--- src/rtl/ctrl_pkg.sv ---
// Shared encodings for the multicycle controller: FSM states, opcodes,
// ALUOp / ALUControl / ImmSrc codes and the supported-opcode check.
package ctrl_pkg;

    typedef enum logic [3:0] {
        StFetch    = 4'd0,
        StDecode   = 4'd1,
        StMemAdr   = 4'd2,
        StMemRead  = 4'd3,
        StMemWb    = 4'd4,
        StMemWrite = 4'd5,
        StExecuteR = 4'd6,
        StExecuteI = 4'd7,
        StAluWb    = 4'd8,
        StJal      = 4'd9,
        StBeq      = 4'd10
    } state_t;

    localparam logic [6:0] OpLoad  = 7'b0000011;
    localparam logic [6:0] OpStore = 7'b0100011;
    localparam logic [6:0] OpRType = 7'b0110011;
    localparam logic [6:0] OpIType = 7'b0010011;
    localparam logic [6:0] OpJal   = 7'b1101111;
    localparam logic [6:0] OpBeq   = 7'b1100011;

    typedef enum logic [1:0] {
        AluOpAdd   = 2'b00,
        AluOpSub   = 2'b01,
        AluOpFunct = 2'b10
    } alu_op_t;

    localparam logic [2:0] AluAdd = 3'b000;
    localparam logic [2:0] AluSub = 3'b001;
    localparam logic [2:0] AluAnd = 3'b010;
    localparam logic [2:0] AluOr  = 3'b011;
    localparam logic [2:0] AluSlt = 3'b101;

    localparam logic [1:0] ImmI = 2'b00;
    localparam logic [1:0] ImmS = 2'b01;
    localparam logic [1:0] ImmB = 2'b10;
    localparam logic [1:0] ImmJ = 2'b11;

    function automatic logic is_legal_op(input logic [6:0] op);
        case (op)
            OpLoad, OpStore, OpRType, OpIType, OpJal, OpBeq: is_legal_op = 1'b1;
            default:                                         is_legal_op = 1'b0;
        endcase
    endfunction

endpackage

--- src/rtl/alu_decoder.sv ---
// ALU decoder: maps the controller's ALUOp plus funct fields to ALUControl.
module alu_decoder
    import ctrl_pkg::*;
(
    input  alu_op_t     i_alu_op,
    input  logic [2:0]  i_funct3,
    input  logic        i_op_b5,
    input  logic        i_funct7b5,
    output logic [2:0]  o_alu_control
);

    // Decode ALU function; funct3 only matters for register/immediate ALU ops
    always_comb begin
        o_alu_control = AluAdd;
        case (i_alu_op)
            AluOpAdd: o_alu_control = AluAdd;
            AluOpSub: o_alu_control = AluSub;
            AluOpFunct: begin
                case (i_funct3)
                    // sub only for R-type (op[5]=1); addi never subtracts
                    3'b000:  o_alu_control = (i_op_b5 & i_funct7b5) ? AluSub : AluAdd;
                    3'b010:  o_alu_control = AluSlt;
                    3'b110:  o_alu_control = AluOr;
                    3'b111:  o_alu_control = AluAnd;
                    default: o_alu_control = AluAdd;
                endcase
            end
            default: o_alu_control = AluAdd;
        endcase
    end

endmodule

--- src/rtl/multicycle_control_fsm.sv ---
// Main controller for the multicycle RV32I-subset core: sequences
// fetch/decode/execute/memory/writeback and drives datapath selects/enables.
module multicycle_control_fsm
    import ctrl_pkg::*;
#(
    parameter bit USE_MEM_READY = 1'b0
) (
    input  logic       clk,
    input  logic       reset,
    input  logic [6:0] op,
    input  logic [2:0] funct3,
    input  logic       funct7b5,
    input  logic       Zero,
    input  logic       MemReady,
    output logic       PCWrite,
    output logic       AdrSrc,
    output logic       MemWrite,
    output logic       IRWrite,
    output logic       RegWrite,
    output logic [1:0] ResultSrc,
    output logic [1:0] ALUSrcA,
    output logic [1:0] ALUSrcB,
    output logic [1:0] ImmSrc,
    output logic [2:0] ALUControl,
    output logic       IllegalInstr
);

    state_t  r_state;
    alu_op_t w_alu_op;
    logic    w_mem_ok;
    logic    w_pc_update;
    logic    w_branch;
    logic    w_ir_write;
    logic    w_reg_write;
    logic    w_mem_write;
    logic    w_illegal;

    // Memory handshake is bypassed entirely when MemReady is not in use
    assign w_mem_ok = !USE_MEM_READY || MemReady;

    // State register and transitions; reset aborts any instruction in flight
    always_ff @(posedge clk or posedge reset) begin
        if (reset) begin
            r_state <= StFetch;
        end else begin
            case (r_state)
                StFetch:    if (w_mem_ok) r_state <= StDecode;
                StDecode: begin
                    case (op)
                        OpLoad, OpStore: r_state <= StMemAdr;
                        OpRType:         r_state <= StExecuteR;
                        OpIType:         r_state <= StExecuteI;
                        OpJal:           r_state <= StJal;
                        OpBeq:           r_state <= StBeq;
                        default:         r_state <= StFetch;
                    endcase
                end
                StMemAdr:   r_state <= op[5] ? StMemWrite : StMemRead;
                StMemRead:  if (w_mem_ok) r_state <= StMemWb;
                StMemWb:    r_state <= StFetch;
                StMemWrite: if (w_mem_ok) r_state <= StFetch;
                StExecuteR: r_state <= StAluWb;
                StExecuteI: r_state <= StAluWb;
                StJal:      r_state <= StAluWb;
                StAluWb:    r_state <= StFetch;
                StBeq:      r_state <= StFetch;
                default:    r_state <= StFetch;
            endcase
        end
    end

    // Moore decode of datapath controls from the current state
    always_comb begin
        w_pc_update = 1'b0;
        w_branch    = 1'b0;
        w_ir_write  = 1'b0;
        w_reg_write = 1'b0;
        w_mem_write = 1'b0;
        w_illegal   = 1'b0;
        w_alu_op    = AluOpAdd;
        AdrSrc      = 1'b0;
        ResultSrc   = 2'b00;
        ALUSrcA     = 2'b00;
        ALUSrcB     = 2'b00;
        case (r_state)
            StFetch: begin
                ALUSrcB     = 2'b10;
                ResultSrc   = 2'b10;
                // A stalled fetch must leave PC and IR untouched
                w_ir_write  = w_mem_ok;
                w_pc_update = w_mem_ok;
            end
            StDecode: begin
                ALUSrcA   = 2'b01;
                ALUSrcB   = 2'b01;
                w_illegal = !is_legal_op(op);
            end
            StMemAdr: begin
                ALUSrcA = 2'b10;
                ALUSrcB = 2'b01;
            end
            StMemRead: begin
                AdrSrc = 1'b1;
            end
            StMemWb: begin
                ResultSrc   = 2'b01;
                w_reg_write = 1'b1;
            end
            StMemWrite: begin
                AdrSrc      = 1'b1;
                w_mem_write = 1'b1;
            end
            StExecuteR: begin
                ALUSrcA  = 2'b10;
                w_alu_op = AluOpFunct;
            end
            StExecuteI: begin
                ALUSrcA  = 2'b10;
                ALUSrcB  = 2'b01;
                w_alu_op = AluOpFunct;
            end
            StAluWb: begin
                w_reg_write = 1'b1;
            end
            StJal: begin
                ALUSrcA     = 2'b01;
                ALUSrcB     = 2'b10;
                w_pc_update = 1'b1;
            end
            StBeq: begin
                ALUSrcA  = 2'b10;
                w_alu_op = AluOpSub;
                w_branch = 1'b1;
            end
            default: ;
        endcase
    end

    // Immediate format follows the opcode directly, independent of state
    always_comb begin
        case (op)
            OpStore: ImmSrc = ImmS;
            OpBeq:   ImmSrc = ImmB;
            OpJal:   ImmSrc = ImmJ;
            default: ImmSrc = ImmI;
        endcase
    end

    // Write enables are forced low for the whole reset pulse
    assign PCWrite      = !reset && ((w_branch && Zero) || w_pc_update);
    assign IRWrite      = !reset && w_ir_write;
    assign RegWrite     = !reset && w_reg_write;
    assign MemWrite     = !reset && w_mem_write;
    assign IllegalInstr = !reset && w_illegal;

    alu_decoder u_alu_decoder (
        .i_alu_op      (w_alu_op),
        .i_funct3      (funct3),
        .i_op_b5       (op[5]),
        .i_funct7b5    (funct7b5),
        .o_alu_control (ALUControl)
    );

endmodule

--- config.mk ---
export PLATFORM = sky130hd
export DESIGN_NAME = multicycle_control_fsm
export DESIGN_NICKNAME = d
export VERILOG_FILES = /design/src/rtl/ctrl_pkg.sv /design/src/rtl/alu_decoder.sv /design/src/rtl/multicycle_control_fsm.sv
export SDC_FILE = /design/constraint.sdc
export NUM_CORES = 1
export LEC_CHECK = 0
export ABC_AREA = 0
export CAP_MARGIN = 10
export CORE_MARGIN = 2
export CORE_UTILIZATION = 36
export DETAILED_ROUTE_END_ITERATION = 8
export PLACE_DENSITY = 0.77
export SYNTH_ARGS = -nofsm -noshare
export SYNTH_HDL_FRONTEND = slang
export SYNTH_SLANG_ARGS = --single-unit
--- constraint.sdc ---
create_clock -name clk -period 1.6 [get_ports clk]
set_clock_uncertainty 0.15 [all_clocks]
set_input_delay 0.16 -clock clk [delete_from_list [all_inputs] [get_ports clk]]
set_output_delay 0.16 -clock clk [all_outputs]
set_load 0.01 [all_outputs]
==> results.toml, run 1 <==
[run_status]
status = "complete, but fails checks"
violations = "negative setup slack"

[setup_path]
critPathCaptureType = "primary output"
required_ps = 1290
path_max_fanout = 5
path_cells = "nand3b_1 > inv_2 > ha_4 > nand4_1 > a21oi_2 > buf_2"
cpMaxStageDelayCell = "dfrtp_1"
reg2reg_depth = 5
crit_buf_inv = 2
critPathMaxStageDelay_ps = 420
timing.rr.start = "r_state[1]$_DFF_PP0_"
arrival_ps = 1620
start_kind = "flop"
r2r_slack_ps = -90
r2r_end = "r_state[1]$_DFF_PP0_"
path_delay_family = "flip-flops"
path_class = "flop to primary output"

[route]
via_per_inst = 6.295
via_count = 938
drt_first_pass_iters = 5
drc_errors = 0
drt_iter0_markers = 76
ant_nets = 0
wl_per_cell_um = 23.57
totalWireLength_um = 3512

[logic_synthesis]
synth_most_common_cell = "inv_1"
yosys.area.top_type_share_pct = 18.52
syn-instance-count = 68
syn_area_per_cell_um2 = 7.949
synth_fp_nets = 85
synth_seq_cells = 4
synthesis.area_um2 = 540.5
asyncSetResetFlopFracSynth_pct = 100.0
yosysTopAreaCell = "dfrtp_1"
synth_edf_count = 0
synth_cell_types = 32
ys_warn_count = 0
synth.area.top_cells = "dfrtp_1, xnor2_1, nand4bb_4"
synth-seq-area-share_pct = 18.52
synth_flop_cell = "dfrtp_1"

[place]
hpwl_um = 1324
place_area_um2 = 1012
pre_cts_ws_ps = -639.8
port_buffers = 30
gp_congestion = 0.7254

[sta]
finalCritPeriodShare_pct = 120.6
setup_ws_ps = -330.0
hold_ws_ps = 237.3
final-setup-viol-count = 16
max_slew.worst_pin.slew_ps = 268.8
timing.fmax_mhz = 518.1
finalHoldViolCount = 0
relSlewSlack_pct = 81.89
report.final.slew_viol_count = 0
rsz0062_at_grt = "yes"
min_period_ps = 1930

[cts]
cts.sinks = 4
numCtsBuffers = 3
cts_tree = "yes"
clockBufferDepth = 2
cts.clk_slew.worst_paths_ps = 50
insertion_delay_ps = 260
cts_htree_levels = 1
cts_root_buf = "clkbuf_4"

[power_and_ir_drop]
p_clk_share_pct = 12.7
swShare_pct = 43.57
peakVddDrop_v = 0.0006760
power_density_nw_per_um2 = 930.6
switchingPower_uw = 517.4
leakagePower_nw = 0.6018
p_seq_share_pct = 11.4
combPwrFrac_pct = 75.9
p_int_uw = 670.2

[floorplan]
start_util_pct = 40.04
fp-row-count = 13
design.core.area_um2 = 1350
die-area_um2 = 1828
io_pins = 32
fp.dieW_um = 42.75
fp.dieH_um = 42.75

[cells_and_area]
antenna_cells = 0
final_area_um2 = 1276
final_util_pct = 94.53
final_nets = 153
syn_to_final_growth_pct = 136.1
regArea_um2 = 100.1
drive_gt1_share_pct = 61.19
largest_register_ff_count = 4
multiInputGateArea_um2 = 568.0
n_fill_cell = 36
top_regs = "r_state x4"
top_register = "r_state"

[global_routing]
grt_max_degree = 10
grt_pass1_wl_um = 3408
grt_pass1_vias = 788
track_usage_pct = 25.09
grt-ovfl-total = 0
antenna_found_initial = 0

[flow_run]
drv_cap = 0

[worst_hold_path]
hp-class = "primary input to asynchronous set/reset pin"
## final cells by class
type / count / share of cell area (%)
Sequential cell: 4 / 7.843
Multi-Input combinational cell: 54 / 44.51
Inverter: 6 / 1.765
Timing Repair Buffer: 67 / 42.65
Clock buffer: 3 / 1.765
Tap cell: 15 / 1.471
## logic make-up (layout without fill, tap and decap cells)
group,Yosys count,after routing,share of synthesized area [%]
AO/OA/AOI/OAI,14,14,16.90
XOR/XNOR,5,5,8.101
adder cells (fa/ha/maj),2,2,4.629
buffers and inverters,10,76,10.65
flip-flops,4,4,18.52
AND/OR/NAND/NOR,33,33,41.20
## cell usage in the layout (no fill, tap or decap), types with 2 or more instances in the layout
cell type	n
nor3_2	2
dfrtp_1	4
buf_4	32
buf_2	15
buf_6	2
clkdlybuf4s15_2	2
dlygate4sd2_1	5
nand2_1	2
a21oi_2	2
and3_1	2
clkbuf_4	3
a211o_1	2
nand2b_1	2
nand4_1	2
o21ai_0	2
inv_1	4
nand2b_4	2
inv_2	2
xnor2_2	2
clkdlybuf4s50_1	7
nor4_4	2
nor2_1	4
a31oi_1	2
## power groups by stage
stage	clock (mW)	sequential, mW	combinational [mW]
CTS	0.127	0.130	0.641
global route	0.154	0.135	0.929
detailed placement	0	0.128	0.578
floorplan	0	0.140	0.246
global placement	0	0.127	0.564
finish	0.151	0.135	0.902
## through the flow
step / std cells / TNS, ps / power [mW]
2_1_floorplan: 68 / 0 / 0.3860
3_3_place_gp: 134 / -5218 / 0.6916
3_5_place_dp: 134 / -5707 / 0.7064
4_1_cts: 144 / -1332 / 0.8974
5_1_grt: 149 / -3514 / 1.218
6_report: 149 / -3001 / 1.188
## repair_timing
action                                  4_1_cts  5_1_grt
gates cloned                                  0        1
buffers inserted                              7        7
hold buffers                                  0        0
gates resized for setup                      91       21
pin swaps                                     8       13
endpoints found under the setup margin       19       17
## worst register-to-register path, stage by stage (launching register included)
cell and delay (ps):
dfrtp_1 410, buf_4 210, nand2b_4 170, buf_4 150, a211o_1 300, a211oi_2 210
## worst max-delay path by stage
stage | startpoint | cells after the start | slack, ps | endpoint
2_1_floorplan | r_state[3]$_DFF_PP0_ | 6 | 10 | ALUControl[0]
3_3_place_gp | op[4] | 5 | -550 | IllegalInstr
3_5_place_dp | op[4] | 5 | -640 | IllegalInstr
4_1_cts | r_state[0]$_DFF_PP0_ | 6 | -240 | ALUControl[0]
5_1_grt | r_state[3]$_DFF_PP0_ | 6 | -420 | ALUControl[0]
6_report | r_state[3]$_DFF_PP0_ | 6 | -330 | ALUControl[0]
## per-layer routing
metal	global-route usage [%]	share of wire [%]	wire length, µm	up-vias
met5	0	0	0	-
met4	13.75	8.3	293	0
met3	1.277	9.6	337	36
met2	46.97	50	1755	88
met1	27.53	32	1126	432
li1	-	-	-	382
Note: power is estimated with default switching activity, not from simulation.
==> run 2, diff against run 1 <==
--- a/config.mk
+++ b/config.mk
@@ -10,6 +10,7 @@
 export CORE_MARGIN = 2
 export CORE_UTILIZATION = 36
 export DETAILED_ROUTE_END_ITERATION = 8
+export HOLD_SLACK_MARGIN = 0.05
 export PLACE_DENSITY = 0.77
 export SYNTH_ARGS = -nofsm -noshare
 export SYNTH_HDL_FRONTEND = slang
==> results of run 2 <==
Same layout as run 1: the final DEF is identical, and so are final timing and power.
